### src/rtl/read_stage_pkg.sv
// +----------------------------------------------------------------------------+
// | read_stage_pkg: shared codes and helpers for the operand-read stage.        |
// | Rev 1.0                                                                     |
// +----------------------------------------------------------------------------+
`default_nettype none

package read_stage_pkg;

  localparam int DATA_W = 16;
  localparam int REG_W  = 4;
  localparam int PC_W   = 31;
  localparam int IMM_W  = 5;

  // Branch condition codes
  localparam logic [2:0] CMP_ALWAYS = 3'b000;
  localparam logic [2:0] CMP_EQ     = 3'b001;
  localparam logic [2:0] CMP_NE     = 3'b010;
  localparam logic [2:0] CMP_LT     = 3'b011;
  localparam logic [2:0] CMP_GE     = 3'b100;
  localparam logic [2:0] CMP_LTU    = 3'b101;
  localparam logic [2:0] CMP_GEU    = 3'b110;
  localparam logic [2:0] CMP_NEVER  = 3'b111;

  // Branch-target source selects
  localparam logic [1:0] PCSRC_PAIR = 2'b00;
  localparam logic [1:0] PCSRC_B    = 2'b01;
  localparam logic [1:0] PCSRC_IMM  = 2'b10;
  localparam logic [1:0] PCSRC_A    = 2'b11;

  function automatic logic [DATA_W-1:0] sext_imm16(input logic [IMM_W-1:0] imm);
    return {{(DATA_W-IMM_W){imm[IMM_W-1]}}, imm};
  endfunction

  function automatic logic branch_cond(input logic [2:0]        code,
                                       input logic [DATA_W-1:0] a,
                                       input logic [DATA_W-1:0] b);
    logic c;
    c = 1'b0;
    case (code)
      CMP_ALWAYS: c = 1'b1;
      CMP_EQ:     c = (a == b);
      CMP_NE:     c = (a != b);
      CMP_LT:     c = ($signed(a) <  $signed(b));
      CMP_GE:     c = ($signed(a) >= $signed(b));
      CMP_LTU:    c = (a <  b);
      CMP_GEU:    c = (a >= b);
      CMP_NEVER:  c = 1'b0;
      default:    c = 1'b0;
    endcase
    return c;
  endfunction

endpackage

`default_nettype wire

### src/rtl/read_fwd.sv
// +----------------------------------------------------------------------------+
// | read_fwd: three-way operand bypass (exe result, wb result, register file). |
// | Rev 1.0                                                                     |
// +----------------------------------------------------------------------------+
`default_nettype none

module read_fwd
  import read_stage_pkg::*;
(
  input  logic [REG_W-1:0]  reg_idx,
  input  logic [DATA_W-1:0] rf_value,
  input  logic [DATA_W-1:0] exe_out,
  input  logic [REG_W-1:0]  exe_dst_reg,
  input  logic              exe_en,
  input  logic [DATA_W-1:0] wb_out,
  input  logic [REG_W-1:0]  wb_dst_reg,
  input  logic              wb_en,
  output logic [DATA_W-1:0] value
);

  logic w_exe_hit;
  logic w_wb_hit;

  assign w_exe_hit = exe_en && (exe_dst_reg == reg_idx);
  assign w_wb_hit  = wb_en  && (wb_dst_reg  == reg_idx);

  // Youngest producer wins: exe result is newer than the writeback result.
  always_comb begin
    value = rf_value;
    if (w_exe_hit)
      value = exe_out;
    else if (w_wb_hit)
      value = wb_out;
  end

endmodule

`default_nettype wire

### src/rtl/read_stage.sv
// +----------------------------------------------------------------------------+
// | read_stage: operand read, forwarding, branch evaluation, execute pipe reg. |
// | Rev 1.0                                                                     |
// +----------------------------------------------------------------------------+
`default_nettype none

module read_stage
  import read_stage_pkg::*;
(
  input  logic              cpu_clk,
  input  logic              cpu_rst,
  input  logic              imm_en,
  input  logic [IMM_W-1:0]  arg_imm,
  input  logic              read_a,
  input  logic [REG_W-1:0]  arg_a,
  input  logic              read_b,
  input  logic [REG_W-1:0]  arg_b,
  input  logic [2:0]        cmp_b,
  input  logic              pc_set,
  input  logic              pc_add,
  input  logic              pc_inc,
  input  logic [1:0]        pc_src,
  input  logic [1:0]        en_regs,
  input  logic              i_alu_en,
  input  logic [3:0]        i_truth_table,
  input  logic [4:0]        i_alu_op,
  input  logic              sh_off_imm,
  input  logic              i_mem_en,
  input  logic              i_mem_write,
  input  logic [DATA_W-1:0] exe_out,
  input  logic [REG_W-1:0]  exe_dst_reg,
  input  logic              exe_en,
  input  logic [DATA_W-1:0] wb_out,
  input  logic [REG_W-1:0]  wb_dst_reg,
  input  logic              wb_en,
  input  logic [DATA_W-1:0] reg_a_value,
  input  logic [DATA_W-1:0] reg_b_value,
  output logic              reg_a_read,
  output logic [REG_W-1:0]  reg_a,
  output logic              reg_b_read,
  output logic [REG_W-1:0]  reg_b,
  output logic              src_a_en,
  output logic              src_b_en,
  output logic [DATA_W-1:0] src_a,
  output logic [DATA_W-1:0] src_b,
  output logic              o_pc_set,
  output logic              o_pc_add,
  output logic              o_pc_inc,
  output logic [PC_W-1:0]   pc,
  output logic              o_alu_en,
  output logic [3:0]        o_truth_table,
  output logic [4:0]        o_alu_op,
  output logic [3:0]        sh_off,
  output logic              o_mem_en,
  output logic              o_mem_write,
  output logic [31:0]       mem_addr
);

  logic [DATA_W-1:0] w_fwd_a;
  logic [DATA_W-1:0] w_fwd_b;
  logic [DATA_W-1:0] w_a;
  logic [DATA_W-1:0] w_b;
  logic              w_cond;
  logic [PC_W-1:0]   w_target;
  logic [3:0]        w_sh_off;

  assign reg_a_read = read_a;
  assign reg_a      = arg_a;
  assign reg_b_read = read_b;
  assign reg_b      = arg_b;

  read_fwd u_fwd_a (
    .reg_idx     (arg_a),
    .rf_value    (reg_a_value),
    .exe_out     (exe_out),
    .exe_dst_reg (exe_dst_reg),
    .exe_en      (exe_en),
    .wb_out      (wb_out),
    .wb_dst_reg  (wb_dst_reg),
    .wb_en       (wb_en),
    .value       (w_fwd_a)
  );

  read_fwd u_fwd_b (
    .reg_idx     (arg_b),
    .rf_value    (reg_b_value),
    .exe_out     (exe_out),
    .exe_dst_reg (exe_dst_reg),
    .exe_en      (exe_en),
    .wb_out      (wb_out),
    .wb_dst_reg  (wb_dst_reg),
    .wb_en       (wb_en),
    .value       (w_fwd_b)
  );

  always_comb begin
    w_a = read_a ? w_fwd_a : '0;
    if (imm_en)
      w_b = sext_imm16(arg_imm);
    else if (read_b)
      w_b = w_fwd_b;
    else
      w_b = '0;
  end

  assign w_cond   = branch_cond(cmp_b, w_a, w_b);
  assign w_sh_off = sh_off_imm ? arg_imm[3:0] : w_b[3:0];

  // PAIR concatenates the low 15 bits of A with B to fill the 31-bit target.
  always_comb begin
    w_target = '0;
    case (pc_src)
      PCSRC_PAIR: w_target = {w_a[14:0], w_b};
      PCSRC_B:    w_target = {{(PC_W-DATA_W){w_b[DATA_W-1]}}, w_b};
      PCSRC_IMM:  w_target = {{(PC_W-IMM_W){arg_imm[IMM_W-1]}}, arg_imm};
      PCSRC_A:    w_target = {{(PC_W-DATA_W){1'b0}}, w_a};
      default:    w_target = '0;
    endcase
  end

  always_ff @(posedge cpu_clk or negedge cpu_rst) begin
    if (!cpu_rst) begin
      src_a         <= '0;
      src_b         <= '0;
      src_a_en      <= 1'b0;
      src_b_en      <= 1'b0;
      o_pc_set      <= 1'b0;
      o_pc_add      <= 1'b0;
      o_pc_inc      <= 1'b0;
      pc            <= '0;
      o_alu_en      <= 1'b0;
      o_truth_table <= '0;
      o_alu_op      <= '0;
      sh_off        <= '0;
      o_mem_en      <= 1'b0;
      o_mem_write   <= 1'b0;
      mem_addr      <= '0;
    end else begin
      src_a         <= w_a;
      src_b         <= w_b;
      src_a_en      <= en_regs[0];
      src_b_en      <= en_regs[1];
      o_pc_set      <= pc_set & w_cond;
      o_pc_add      <= pc_add & w_cond;
      o_pc_inc      <= pc_inc;
      pc            <= w_target;
      o_alu_en      <= i_alu_en;
      o_truth_table <= i_truth_table;
      o_alu_op      <= i_alu_op;
      sh_off        <= w_sh_off;
      o_mem_en      <= i_mem_en;
      o_mem_write   <= i_mem_write;
      mem_addr      <= {w_a, w_b};
    end
  end

endmodule

`default_nettype wire

### config.mk
export PLATFORM = sky130hd
export DESIGN_NAME = read_stage
export DESIGN_NICKNAME = d
export VERILOG_FILES = /design/src/rtl/read_stage_pkg.sv /design/src/rtl/read_fwd.sv /design/src/rtl/read_stage.sv
export SDC_FILE = /design/constraint.sdc
export NUM_CORES = 1
export LEC_CHECK = 0
export CAP_MARGIN = 25
export CORE_MARGIN = 1.5
export CORE_UTILIZATION = 37
export CTS_BUF_LIST = sky130_fd_sc_hd__clkbuf_4
export CTS_CLUSTER_DIAMETER = 200
export DETAILED_ROUTE_END_ITERATION = 10
export PLACE_DENSITY = 0.78
export SLEW_MARGIN = 10
export SYNTH_ARGS = -nofsm -noshare
export SYNTH_HDL_FRONTEND = slang
export SYNTH_SLANG_ARGS = --single-unit
### constraint.sdc
create_clock -name cpu_clk -period 0.8 [get_ports cpu_clk]
set_input_delay 0.24 -clock cpu_clk [delete_from_list [all_inputs] [get_ports cpu_clk]]
set_output_delay 0.24 -clock cpu_clk [all_outputs]
set_load 0.05 [all_outputs]
==> metrics, run 1 <==
status=finished with violations; failing checks=setup timing; Worst EP arrival=3.85 ns; clk sinks=84; Cell Area, Placed=9657 um^2; Max Buffers Root-to-Sink=2; Distinct cells, synth=52; Slew @ Worst Pin=0.6800 ns; Async SR Flop Fraction=100.0%; final period utilization=421.2%; Die Wd=115.8 um; TritonCTS Buffers=9; gpl congestion=0.9014; largest net degree at the start of global routing=25; RSZ-0062 raised after global routing=yes; grt total ovfl=0; Slew Limit Fails=0; CTS tree=yes; synthesized flop and latch total=84; Min Clock Period, post-route=3.369 ns; WL/cell=29.85 um; syn nets=590; max_cap viols=0; Worst Path Class, Setup=input port to flop; gr usage total=40.24%; global-route wire length before repair=38.80 mm; storage element area=2205 um^2; starting density of the core=37.63%; clock root cell=clkbuf_4; Yosys warning count=0; Avg Vias per Cell=6.055; fmax=0.2968 GHz; Syn Inst Count=459; # rows=41; Worst setup SP type=input port; fraction of layout cells with a size suffix above 1=70.15%; ANT nets after route=0; Die H=115.8 um; Final WS setup=-2.569 ns; syn avg cell area=10.26 um^2; hpwl dp=15.68 mm; vias in the first global route=6559; crit-path max FO=4; Worst IR Drop VDD=0.9494 mV; pwr/cell area=1451 nW/um^2; Synth Cell Area=4711 um^2; I/O Buffers=240; antenna violations before repair=1; top cells by area, synth=dfrtp_1 (45%), buf_4 (7.0%), mux2i_1 (5.7%); area occupied by multi-input gates=3154 um^2; Core Region=12520 um^2; I/O pin total=241; Final Setup Violations=195; clk slew on worst S/H paths=0.16 ns; area delta synth->final=145.7%; Final Cell Area=11570 um^2; Synth area leader=dfrtp_1; Worst Setup SP=arg_b[3]; CTS H-Tree Depth=3; total power=16800 uW; DRT Wirelength=30.57 mm; Core Util, Final=92.47%; Layout Nets=977; EDFF count, synth=0; Fillers=394; Placed Cells=942; Top FF cell, synth=dfrtp_1; Synth top area share=44.62%; Layout Cells excl Fill=1024; Die Area=13420 um^2; Seq/Total Area, Yosys=44.62%; Worst slew margin=54.66%; routed via count=6200; Detailed Route Iter0 Violations=655; DRC=0; Pre-Repair DR Iteration Count=5; worst hold path class=input port to async pin; CP endpoint kind=flop; final hold vios=0; Lkg Pwr=0.004894 uW; Required @ worst endpoint=1.28 ns
==> layout make-up <==
class	count	area share (%)
clock inverter	7	1.103
tap	172	1.859
sequential	84	19.05
multi-input combinational	291	27.25
antenna	1	0.02162
timing repair buffer	443	49.58
inverter	17	0.5513
clock buffer	9	0.5837
==> layout by cell type (no fill, tap or decap), types with 4 or more instances in the layout <==
cell type / synthesis / routed
a211oi_2: 0 / 11
a211oi_1: 29 / 5
xor2_2: 0 / 4
a21oi_1: 23 / 9
o22a_1: 11 / 11
inv_2: 0 / 4
o21ai_0: 15 / 7
buf_12: 1 / 140
or2_4: 0 / 15
nor2_1: 33 / 20
clkdlybuf4s50_1: 0 / 94
a211o_1: 19 / 18
nand3_1: 6 / 4
o211ai_1: 4 / 4
buf_6: 1 / 70
clkbuf_4: 0 / 9
nor2_4: 0 / 4
nor2_2: 0 / 9
xor2_1: 9 / 4
nand2_1: 21 / 12
a21oi_2: 0 / 13
inv_1: 17 / 13
buf_8: 0 / 12
mux2i_4: 0 / 24
dfrtp_2: 0 / 82
ha_1: 16 / 14
buf_4: 44 / 115
nand4_1: 10 / 10
nand2_2: 0 / 9
a211oi_4: 0 / 13
o21ai_2: 0 / 5
==> power breakdown <==
part           switching [uW]  internal [uW]
registers                 430           4640
logic                    4140           4040
clock network            1910           1630
==> registers in the layout (all words and copies together), names as in the netlist <==
register       count
src_a_en           1
o_pc_inc           1
src_b_en           1
o_pc_add           1
o_truth_table      4
mem_addr          32
o_alu_en           1
o_pc_set           1
o_mem_en           1
o_alu_op           5
sh_off             4
pc                31
o_mem_write        1
==> final timing paths <==
path / slack (ns) / to
max in group asynchronous: 0.26 / mem_addr[28]
setup / recovery: -2.57 / o_pc_add
min in group cpu_clk: 0.13 / o_mem_en
hold / removal: 0.13 / pc[5]
==> worst max-delay path, stage by stage <==
cell and delay [ns]:
buf_8 0.08, inv_2 0.03, a222oi_1 0.42, and3_4 0.32, buf_6 0.13, buf_16 0.14
mux2i_4 0.38, a21oi_2 0.12, nor2_1 0.12, ha_1 0.26, a21oi_1 0.28, o21ai_2 0.16
a221oi_4 0.37, a21oi_2 0.10, or4b_4 0.54, a21boi_2 0.15
==> cell usage after synthesis, drive strengths merged, types with 6 or more instances <==
cell type / instances
inv: 17
a21oi: 23
or2: 17
buf: 47
nor2: 33
dfrtp: 84
o21ai: 15
nand2: 21
a211o: 19
nand3: 6
xor2: 9
mux2i: 27
a211oi: 29
nand4: 10
ha: 16
clkbuf: 20
o22a: 11
==> metrics by stage <==
stage,hold WS (ns),TNS (ns),setup WS [ns]
final,0.1255,-130.09,-2.569
after CTS,0.1496,-119.72,-2.260
after detailed placement,0.1182,-124.21,-3.407
after global placement,0.1165,-118.23,-3.277
after global routing,0.1046,-133.89,-2.676
after floorplan,-0.05559,-77.87,-2.634
==> cells by family after synthesis <==
family                   count (synthesis)  synth area share (%)
AO/OA/AOI/OAI                          129                 20.64
XOR/XNOR                                13                 2.417
multiplexers                            27                 5.737
buffers and inverters                   84                 10.73
flip-flops                              84                 44.62
adder cells (fa/ha/maj)                 16                 4.250
AND/OR/NAND/NOR                        106                 11.61
==> what timing repair did <==
| action | 4_1_cts | 5_1_grt |
|---|---|---|
| endpoints found under the setup margin | 195 | 195 |
| resized for setup | 261 | 93 |
| endpoints found under the hold margin | 84 | 0 |
| hold buffers | 1 | 0 |
| setup buffers | 54 | 39 |
| gates cloned | 5 | 0 |
| pin swaps | 65 | 70 |
==> routing by layer <==
metal	global-route usage (%)	vias up	part of all wire, %
li1	-	2389	-
met2	70.98	600	49
met4	27.07	0	9.0
met3	13.76	242	12
met1	40.01	2969	30
met5	0	-	0
Note: power is estimated with default switching activity, not from simulation.
==> run 2, diff against run 1 <==
--- a/config.mk
+++ b/config.mk
@@ -5,7 +5,7 @@
 export SDC_FILE = /design/constraint.sdc
 export NUM_CORES = 1
 export LEC_CHECK = 0
-export CAP_MARGIN = 25
+export CAP_MARGIN = 10
 export CORE_MARGIN = 1.5
 export CORE_UTILIZATION = 37
 export CTS_BUF_LIST = sky130_fd_sc_hd__clkbuf_4
==> results of run 2 <==
Same layout as run 1: the final DEF is identical, and so are final timing and power.
